--- config.mk ---
export PLATFORM = sky130hd
export DESIGN_NAME = sonic_vc_st_timing_adapter
export DESIGN_NICKNAME = d
export VERILOG_FILES = /design/src/rtl/sonic_vc_st_pkg.sv /design/src/rtl/sonic_vc_st_timing_adapter_skid_fifo.sv /design/src/rtl/sonic_vc_st_timing_adapter.sv
export SDC_FILE = /design/constraint.sdc
export NUM_CORES = 1
export LEC_CHECK = 0
export BUFFER_PORTS_ARGS = -buffer_cell sky130_fd_sc_hd__buf_2
export CORE_MARGIN = 10
export CORE_UTILIZATION = 55
export CTS_BUF_LIST = sky130_fd_sc_hd__clkbuf_4
export DETAILED_ROUTE_END_ITERATION = 10
export PLACE_DENSITY_LB_ADDON = 0.2
export SYNTH_ARGS = -nofsm -noshare
export SYNTH_HDL_FRONTEND = slang
export SYNTH_SLANG_ARGS = --single-unit
--- constraint.sdc ---
create_clock -name clk -period 15.5 [get_ports clk]
set_clock_uncertainty 0.05 [all_clocks]
set_input_delay 3.1 -clock clk [delete_from_list [all_inputs] [get_ports clk]]
set_output_delay 3.1 -clock clk [all_outputs]
set_load 0.03 [all_outputs]
--- src/rtl/sonic_vc_st_pkg.sv ---
// sonic_vc_st_pkg: shared beat layout and sizing helpers
// for the VC Avalon-ST timing adapter.
package sonic_vc_st_pkg;

  localparam int MAX_RL = 4;

  localparam int DFLT_DATA_W    = 128;
  localparam int DFLT_CHANNEL_W = 1;
  localparam int DFLT_EMPTY_W   = 1;

  typedef struct packed {
    logic [DFLT_DATA_W-1:0]    data;
    logic [DFLT_CHANNEL_W-1:0] channel;
    logic                      error;
    logic                      sop;
    logic                      eop;
    logic [DFLT_EMPTY_W-1:0]   empty;
  } st_beat_t;

  function automatic int min_depth(input int in_rl,
                                   input int out_rl);
    return in_rl + out_rl + 1;
  endfunction

  function automatic int beat_w(input int dw,
                                input int cw,
                                input int ew);
    return dw + cw + ew + 3;
  endfunction

endpackage

--- src/rtl/sonic_vc_st_timing_adapter_skid_fifo.sv ---
// sonic_vc_st_skid_fifo: register-file FIFO with wrapping
// pointers and an occupancy counter; head is read combinationally.
module sonic_vc_st_skid_fifo #(
  parameter int W     = 8,
  parameter int DEPTH = 8
) (
  input  logic                   clk,
  input  logic                   reset_n,
  input  logic                   i_push,
  input  logic                   i_pop,
  input  logic [W-1:0]           i_wdata,
  output logic [W-1:0]           o_rdata,
  output logic                   o_full,
  output logic                   o_empty,
  output logic [$clog2(DEPTH):0] o_level
);

  localparam int AW = $clog2(DEPTH);

  logic [W-1:0]  r_mem [DEPTH];
  logic [AW-1:0] r_wptr;
  logic [AW-1:0] r_rptr;
  logic [AW:0]   r_cnt;
  logic          w_wr;
  logic          w_rd;

  assign o_empty = (r_cnt == '0);
  assign o_full  = (r_cnt == (AW+1)'(DEPTH));
  assign o_level = r_cnt;
  assign o_rdata = r_mem[r_rptr];

  // a pop in the same cycle frees the slot a push at full lands in
  assign w_rd = i_pop && !o_empty;
  assign w_wr = i_push && (!o_full || w_rd);

  always_ff @(posedge clk) begin
    if (!reset_n) begin
      r_wptr <= '0;
      r_rptr <= '0;
      r_cnt  <= '0;
    end else begin
      if (w_wr) r_wptr <= r_wptr + 1'b1;
      if (w_rd) r_rptr <= r_rptr + 1'b1;
      case ({w_wr, w_rd})
        2'b10:   r_cnt <= r_cnt + 1'b1;
        2'b01:   r_cnt <= r_cnt - 1'b1;
        default: r_cnt <= r_cnt;
      endcase
    end
  end

  always_ff @(posedge clk) begin
    if (w_wr) r_mem[r_wptr] <= i_wdata;
  end

endmodule

--- src/rtl/sonic_vc_st_timing_adapter.sv ---
// sonic_vc_st_timing_adapter: bridges Avalon-ST ready latencies
// IN_RL -> OUT_RL through a credit-managed skid FIFO.
module sonic_vc_st_timing_adapter
  import sonic_vc_st_pkg::*;
#(
  parameter int DATA_W    = 128,
  parameter int CHANNEL_W = 1,
  parameter int EMPTY_W   = 1,
  parameter int IN_RL     = 0,
  parameter int OUT_RL    = 2,
  parameter int DEPTH     = 8
) (
  input  logic                   clk,
  input  logic                   reset_n,
  output logic                   in_ready,
  input  logic                   in_valid,
  input  logic [DATA_W-1:0]      in_data,
  input  logic [CHANNEL_W-1:0]   in_channel,
  input  logic                   in_error,
  input  logic                   in_startofpacket,
  input  logic                   in_endofpacket,
  input  logic [EMPTY_W-1:0]     in_empty,
  input  logic                   out_ready,
  output logic                   out_valid,
  output logic [DATA_W-1:0]      out_data,
  output logic [CHANNEL_W-1:0]   out_channel,
  output logic                   out_error,
  output logic                   out_startofpacket,
  output logic                   out_endofpacket,
  output logic [EMPTY_W-1:0]     out_empty,
  output logic [$clog2(DEPTH):0] fill_level,
  output logic                   overflow_err
);

  localparam int LW = $clog2(DEPTH) + 1;
  localparam int BW = beat_w(DATA_W, CHANNEL_W, EMPTY_W);
  localparam int OW = 4;
  localparam int SW = ((LW > OW) ? LW : OW) + 1;

  if (DEPTH < min_depth(IN_RL, OUT_RL) || DEPTH < 2 ||
      (DEPTH & (DEPTH - 1)) != 0 ||
      IN_RL < 0 || IN_RL > MAX_RL ||
      OUT_RL < 0 || OUT_RL > MAX_RL ||
      CHANNEL_W < 1 || EMPTY_W < 1) begin : g_bad_cfg
    $error("sonic_vc_st_timing_adapter: illegal configuration");
  end

  typedef struct packed {
    logic [DATA_W-1:0]    data;
    logic [CHANNEL_W-1:0] channel;
    logic                 error;
    logic                 sop;
    logic                 eop;
    logic [EMPTY_W-1:0]   empty;
  } beat_t;

  beat_t         w_in_beat;
  beat_t         w_out_beat;
  logic [BW-1:0] w_rdata;
  logic          w_grant_d;
  logic          w_ok;
  logic          w_accept;
  logic          w_viol;
  logic          w_pop;
  logic          w_empty;
  logic          w_full;
  logic [OW-1:0] w_outst;
  logic [SW-1:0] w_used;
  logic          r_ovf;

  // in-flight grants are reserved space; a same-cycle pop is not credited
  assign w_used   = SW'(fill_level) + SW'(w_outst);
  assign in_ready = reset_n && !w_full && (w_used < SW'(DEPTH));

  if (IN_RL == 0) begin : g_in_rl0
    assign w_grant_d = in_ready;
    assign w_outst   = '0;
  end else begin : g_in_rl
    logic [IN_RL-1:0] r_gsr;
    logic [OW-1:0]    r_outst;
    always_ff @(posedge clk) begin
      if (!reset_n) begin
        r_gsr   <= '0;
        r_outst <= '0;
      end else begin
        r_gsr   <= IN_RL'({r_gsr, in_ready});
        r_outst <= r_outst + OW'(in_ready) - OW'(r_gsr[IN_RL-1]);
      end
    end
    assign w_grant_d = r_gsr[IN_RL-1];
    assign w_outst   = r_outst;
  end

  if (OUT_RL == 0) begin : g_out_rl0
    assign w_ok  = 1'b1;
    assign w_pop = out_valid && out_ready;
  end else begin : g_out_rl
    logic [OUT_RL-1:0] r_osr;
    always_ff @(posedge clk) begin
      if (!reset_n) r_osr <= '0;
      else          r_osr <= OUT_RL'({r_osr, out_ready});
    end
    assign w_ok  = r_osr[OUT_RL-1];
    assign w_pop = out_valid;
  end

  assign w_accept  = reset_n && in_valid && w_grant_d;
  assign w_viol    = in_valid && !w_grant_d;
  assign out_valid = reset_n && !w_empty && w_ok;

  assign w_in_beat = {in_data, in_channel, in_error,
                      in_startofpacket, in_endofpacket, in_empty};

  sonic_vc_st_skid_fifo #(
    .W     (BW),
    .DEPTH (DEPTH)
  ) u_fifo (
    .clk     (clk),
    .reset_n (reset_n),
    .i_push  (w_accept),
    .i_pop   (w_pop),
    .i_wdata (w_in_beat),
    .o_rdata (w_rdata),
    .o_full  (w_full),
    .o_empty (w_empty),
    .o_level (fill_level)
  );

  assign w_out_beat = w_rdata;
  assign {out_data, out_channel, out_error,
          out_startofpacket, out_endofpacket, out_empty} = w_out_beat;

  always_ff @(posedge clk) begin
    if (!reset_n)    r_ovf <= 1'b0;
    else if (w_viol) r_ovf <= 1'b1;
  end

  assign overflow_err = r_ovf;

endmodule

==> Word-level counts from Yosys, hierarchy flattened <==
Memories as Yosys holds them, arrays and structs flattened. A register that Yosys moved wholly into a read port is not among the register bits.
Index checks and enable logic that the tools add are counted.
{ "totals": {"wordCells": 34, "in_bits": 137, "ram_bits": 1064, "out_inout_bits": 140, "mem_count": 1, "ff_bits": 13} }
{ "memory_table": {"columns": ["name", "depth", "width", "rd", "rd_ports_with_merged_regs", "write_ports", "line_no", "text"], "rows": [
  ["u_fifo.r_mem", 8, 133, 1, 1, 1, "sonic_vc_st_timing_adapter_skid_fifo.sv:20", "logic [W-1:0] r_mem [DEPTH];"]
]} }
{ "classes": {"addsub": 4, "n_mux": 5, "n_reduce_logical": 15, "n_eq_ne": 3, "magnitude_cmp": 1} }
{ "ops": {"columns": ["op", "count"], "rows": [
  ["$logic_and A1 B1 Y1", 9],
  ["$pmux W4 S2", 1],
  ["$add A3 B1 Y3 const B", 2],
  ["$mux W3", 2],
  ["$add A4 B1 Y4 const B", 1],
  ["$eq A4 B4 Y1 const B", 1],
  ["$logic_not A4 Y1", 1],
  ["$lt A4 B4 Y1 const B", 1],
  ["$sub A4 B1 Y4 const B", 1],
  ["$logic_not A1 Y1", 3],
  ["$eq A2 B1 Y1 const B", 1],
  ["$eq A2 B2 Y1 const B", 1],
  ["$mux W1", 2],
  ["$reduce_bool A2 Y1", 1],
  ["$logic_or A1 B1 Y1", 1]
]} }

==> Logic depth before layout (Yosys ltp) <==
{ "depth": {"word_depth": 9, "mapped_depth": 10} }

==> Hierarchy <==
Synthesis repeated with hierarchy kept, for this count alone.
{ "hier_totals": {"cells_unflattened": 1633, "hier_area_um2": 40770.4} }
{ "by_module_without_submodules": {"columns": ["mod", "instances", "seq_area_each_um2", "cells_each", "area_per_inst_um2"], "rows": [
  ["sonic_vc_st_skid_fifo", 1, 32210.9, 1621, 40652.7],
  ["sonic_vc_st_timing_adapter", 1, 60.1, 12, 117.6]
]} }

==> Worst setup path before layout <==
Ideal clock, no wire load.
{ "synth_path": {"path_type": "input-to-reg", "start": "input port in_valid", "end": "memory u_fifo.r_mem[0][0] (netlist name) (enable)", "path_buffers": 0, "setup_slack_ns": 1.834, "path_stages": 4, "t_arrival_ns": 12.827, "setup_time_ns": 0.788, "cell_sequence": "nor2b_1 > nand2_1 > or2_2 > nor3_1"} }
{ "synth_via": {"elab_chain_cells": 5} }
{ "synth_lines": {"columns": ["element", "line_no", "text"], "rows": [
  ["start, declared", "sonic_vc_st_timing_adapter.sv:16", "input logic in_valid,"],
  ["$logic_and A1 B1 Y1 (2 in series)", "sonic_vc_st_timing_adapter.sv:107", "assign w_accept = reset_n && in_valid && w_grant_d;"],
  ["$logic_and A1 B1 Y1", "sonic_vc_st_timing_adapter_skid_fifo.sv:34", "assign w_wr = i_push && (!o_full || w_rd);"],
  ["$mux W1", "sonic_vc_st_timing_adapter_skid_fifo.sv:53", "if (w_wr) r_mem[r_wptr] <= i_wdata;"],
  ["$mux W1 (not written as such)", "sonic_vc_st_timing_adapter_skid_fifo.sv:53", null],
  ["end, declared", "sonic_vc_st_timing_adapter_skid_fifo.sv:20", null]
]} }
Every way passes these cells.

==> impl_metrics.tcl <==
set metrics [dict create \
    status "complete, no violations" \
    tritoncts "built" \
    start_kind "register" \
    hold_violations 0 \
    regArea_um2 32300 \
    dr.pass1.iters 5 \
    final.min_clock_period_ns 7.98 \
    final_common_cell "edfxtp_1" \
    wl_per_cell_um 25.2 \
    tightest_slew_ns 1.21 \
    clock_latency_ns 1.04 \
    nNetsFinal 2275 \
    multi_input_area_um2 7960 \
    fin_crit_sh_pct 51.5 \
    grt_pass1_wl_um 126000 \
    ys_seq_elements 1080 \
    cts-htree-levels 5 \
    viasPerCell 5.75 \
    ir_drop_mv 0.0729 \
    worst_setup_path_endpoint "out_data[29]" \
    place.detailed.hpwl_um 43200 \
    crit_slowest_cell "dfxtp_4" \
    powerDensity_nw_per_um2 125 \
    drtIter0Drc 1414 \
    cts_buffers 287 \
    placedCellCount 2803 \
    fin_tns_setup_ns 0 \
    worstSetupPathType "register to output pin" \
    setup_viol 0 \
    worstRegToRegCells 6 \
    grt_pass1_vias 20700 \
    cp_num_buf_inv 3 \
    place_congestion 0.722 \
    maxCapViolCount 0 \
    cts_sinks 1080 \
    start_util_pct 55.6 \
    fp.dieH_um 292 \
    num_rows 99 \
    synthesis.area_um2 40700 \
    fill_cells 5078 \
    required_ns 12.35 \
    cts_resized 0 \
    grt_use_total_pct 19.6 \
    drt_wl_total_um 82600 \
    max_freq_ghz 0.125 \
    netlist_instances 1621 \
    drc 0 \
    final_cell_mix "edfxtp_1, clkbuf_4, buf_2" \
    die_w_um 292 \
    die-area_um2 85300 \
    path_depth 5 \
    cts-root-buf "clkbuf_4" \
    cp.arrival_ns 4.83 \
    via_count 18800 \
    r2r-start "u_fifo.o_level[3]$_SDFFE_PN0P_" \
    crit_fanout 103 \
    syn_nets 1763 \
    synth_top_area_cell "edfxtp_1" \
    synth_area_leaders "edfxtp_1, mux4_2, mux2_2, dfxtp_1, buf_6" \
    fin_cells 3277 \
    numPortBuffers 276 \
    antenna_found_initial 20 \
    synth_warnings 0 \
    slew_violations 0 \
    ctsHoldBuffers 0 \
    p_leak_uw 0.0150 \
    r2r_end "u_fifo.r_mem[2][66]$_DFFE_PP_" \
    cpPeakStageDelay_ns 1.00 \
    syn_area_per_cell_um2 25.1 \
    path_clk_slew_ns 0.07 \
    cp-end-kind "output pin" \
    slew_headroom_pct 19.0 \
    netlist.area_leader.share_pct 78.5 \
    hold_path.class "register to register" \
    ant_nets 0 \
    r2r_setup_slack_ns 11.13 \
    ys_types 28 \
    path_cells "buf_12 > buf_4 > mux4_2 > mux2_2 > buf_2" \
    rsz0062_at_grt "false" \
    cts_setup_buffers 0 \
    finish.utilization_pct 63.5 \
    overflow 0 \
    grt_max_degree 151 \
    core_area_um2 73200 \
    area_delta_synth_final_pct 14.3 \
    cts.path.max_buffers 4 \
    seq_area_frac_synth_pct 79.3 \
    cp_top_family "buffers and inverters" \
    layout-drive-gt1-share_pct 48.9 \
    ios 277 \
]
-- Yosys cell counts (all sizes together) --
| cell | number |
|---|---|
| a21boi | 1 |
| a21oi | 3 |
| a22o | 1 |
| and2 | 9 |
| buf | 48 |
| clkbuf | 30 |
| dfxtp | 16 |
| edfxtp | 1064 |
| ha | 5 |
| mux2 | 134 |
| mux2i | 2 |
| mux4 | 266 |
| nand2 | 6 |
| nand2b | 2 |
| nand3 | 2 |
| nor2 | 8 |
| nor2b | 6 |
| nor3 | 3 |
| nor3b | 1 |
| nor4 | 1 |
| o21ai | 3 |
| o21bai | 1 |
| or2 | 1 |
| or3 | 1 |
| xnor2 | 2 |
| xor2 | 5 |
-- metal layers --
metal / global-route usage, % / wire (µm) / up-vias
li1: - / - / 8161
met1: 25.1 / 33200 / 9926
met2: 31.8 / 41800 / 590
met3: 6.18 / 6280 / 132
met4: 6.56 / 1270 / 28
met5: 0 / 170 / -
-- layout make-up --
| cell class | instances | share of cell area (%) |
|---|---|---|
| Clock inverter | 66 | 0.891 |
| Antenna cell | 10 | 0.0538 |
| Tap cell | 959 | 2.58 |
| Multi-Input combinational cell | 463 | 17.1 |
| Timing Repair Buffer | 301 | 3.51 |
| Sequential cell | 1080 | 69.4 |
| Clock buffer | 398 | 6.43 |
-- per-stage QoR --
step	hold WS, ns	setup WS (ns)	power [µW]	cell area, µm²
6_report	0.407	7.52	5810	46500
5_1_grt	0.440	6.99	6070	46500
4_1_cts	0.430	7.17	5890	46500
3_5_place_dp	0.395	8.30	3540	43100
3_3_place_gp	0.368	8.27	3540	43100
2_1_floorplan	0.362	1.83	3460	40700
-- flip-flops by register name (all words and copies together) (netlist names), named ones only --
register	count
overflow_err	1
u_fifo.r_wptr	3
g_out_rl.r_osr	2
u_fifo.r_mem	1064
u_fifo.o_level	4
u_fifo.r_rptr	3
-- how the worst min path moves through the flow --
stage	from	end	slack, ns	cells past startpoint
after detailed placement	g_out_rl.r_osr[0]$_SDFF_PN0_	g_out_rl.r_osr[1]$_SDFF_PN0_	0.39	1
after CTS	g_out_rl.r_osr[0]$_SDFF_PN0_	g_out_rl.r_osr[1]$_SDFF_PN0_	0.43	1
after global routing	g_out_rl.r_osr[0]$_SDFF_PN0_	g_out_rl.r_osr[1]$_SDFF_PN0_	0.44	1
final	g_out_rl.r_osr[0]$_SDFF_PN0_	g_out_rl.r_osr[1]$_SDFF_PN0_	0.41	1
after floorplan	g_out_rl.r_osr[0]$_SDFF_PN0_	g_out_rl.r_osr[1]$_SDFF_PN0_	0.36	1
after global placement	g_out_rl.r_osr[0]$_SDFF_PN0_	g_out_rl.r_osr[1]$_SDFF_PN0_	0.37	1
-- kinds of logic after synthesis --
logic type | Yosys count | share of synthesized area [%]
compound gates | 9 | 0.132
xor+xnor | 7 | 0.151
fa+ha+maj | 5 | 0.154
buf+inv | 78 | 1.25
flops | 1080 | 79.3
mux | 402 | 18.5
simple gates | 40 | 0.517
-- power by group --
group / switching, µW / internal (µW)
sequential: 11.0 / 3250
combinational: 140 / 74.1
clock: 1060 / 1280
(Power assumes the default switching activity.)
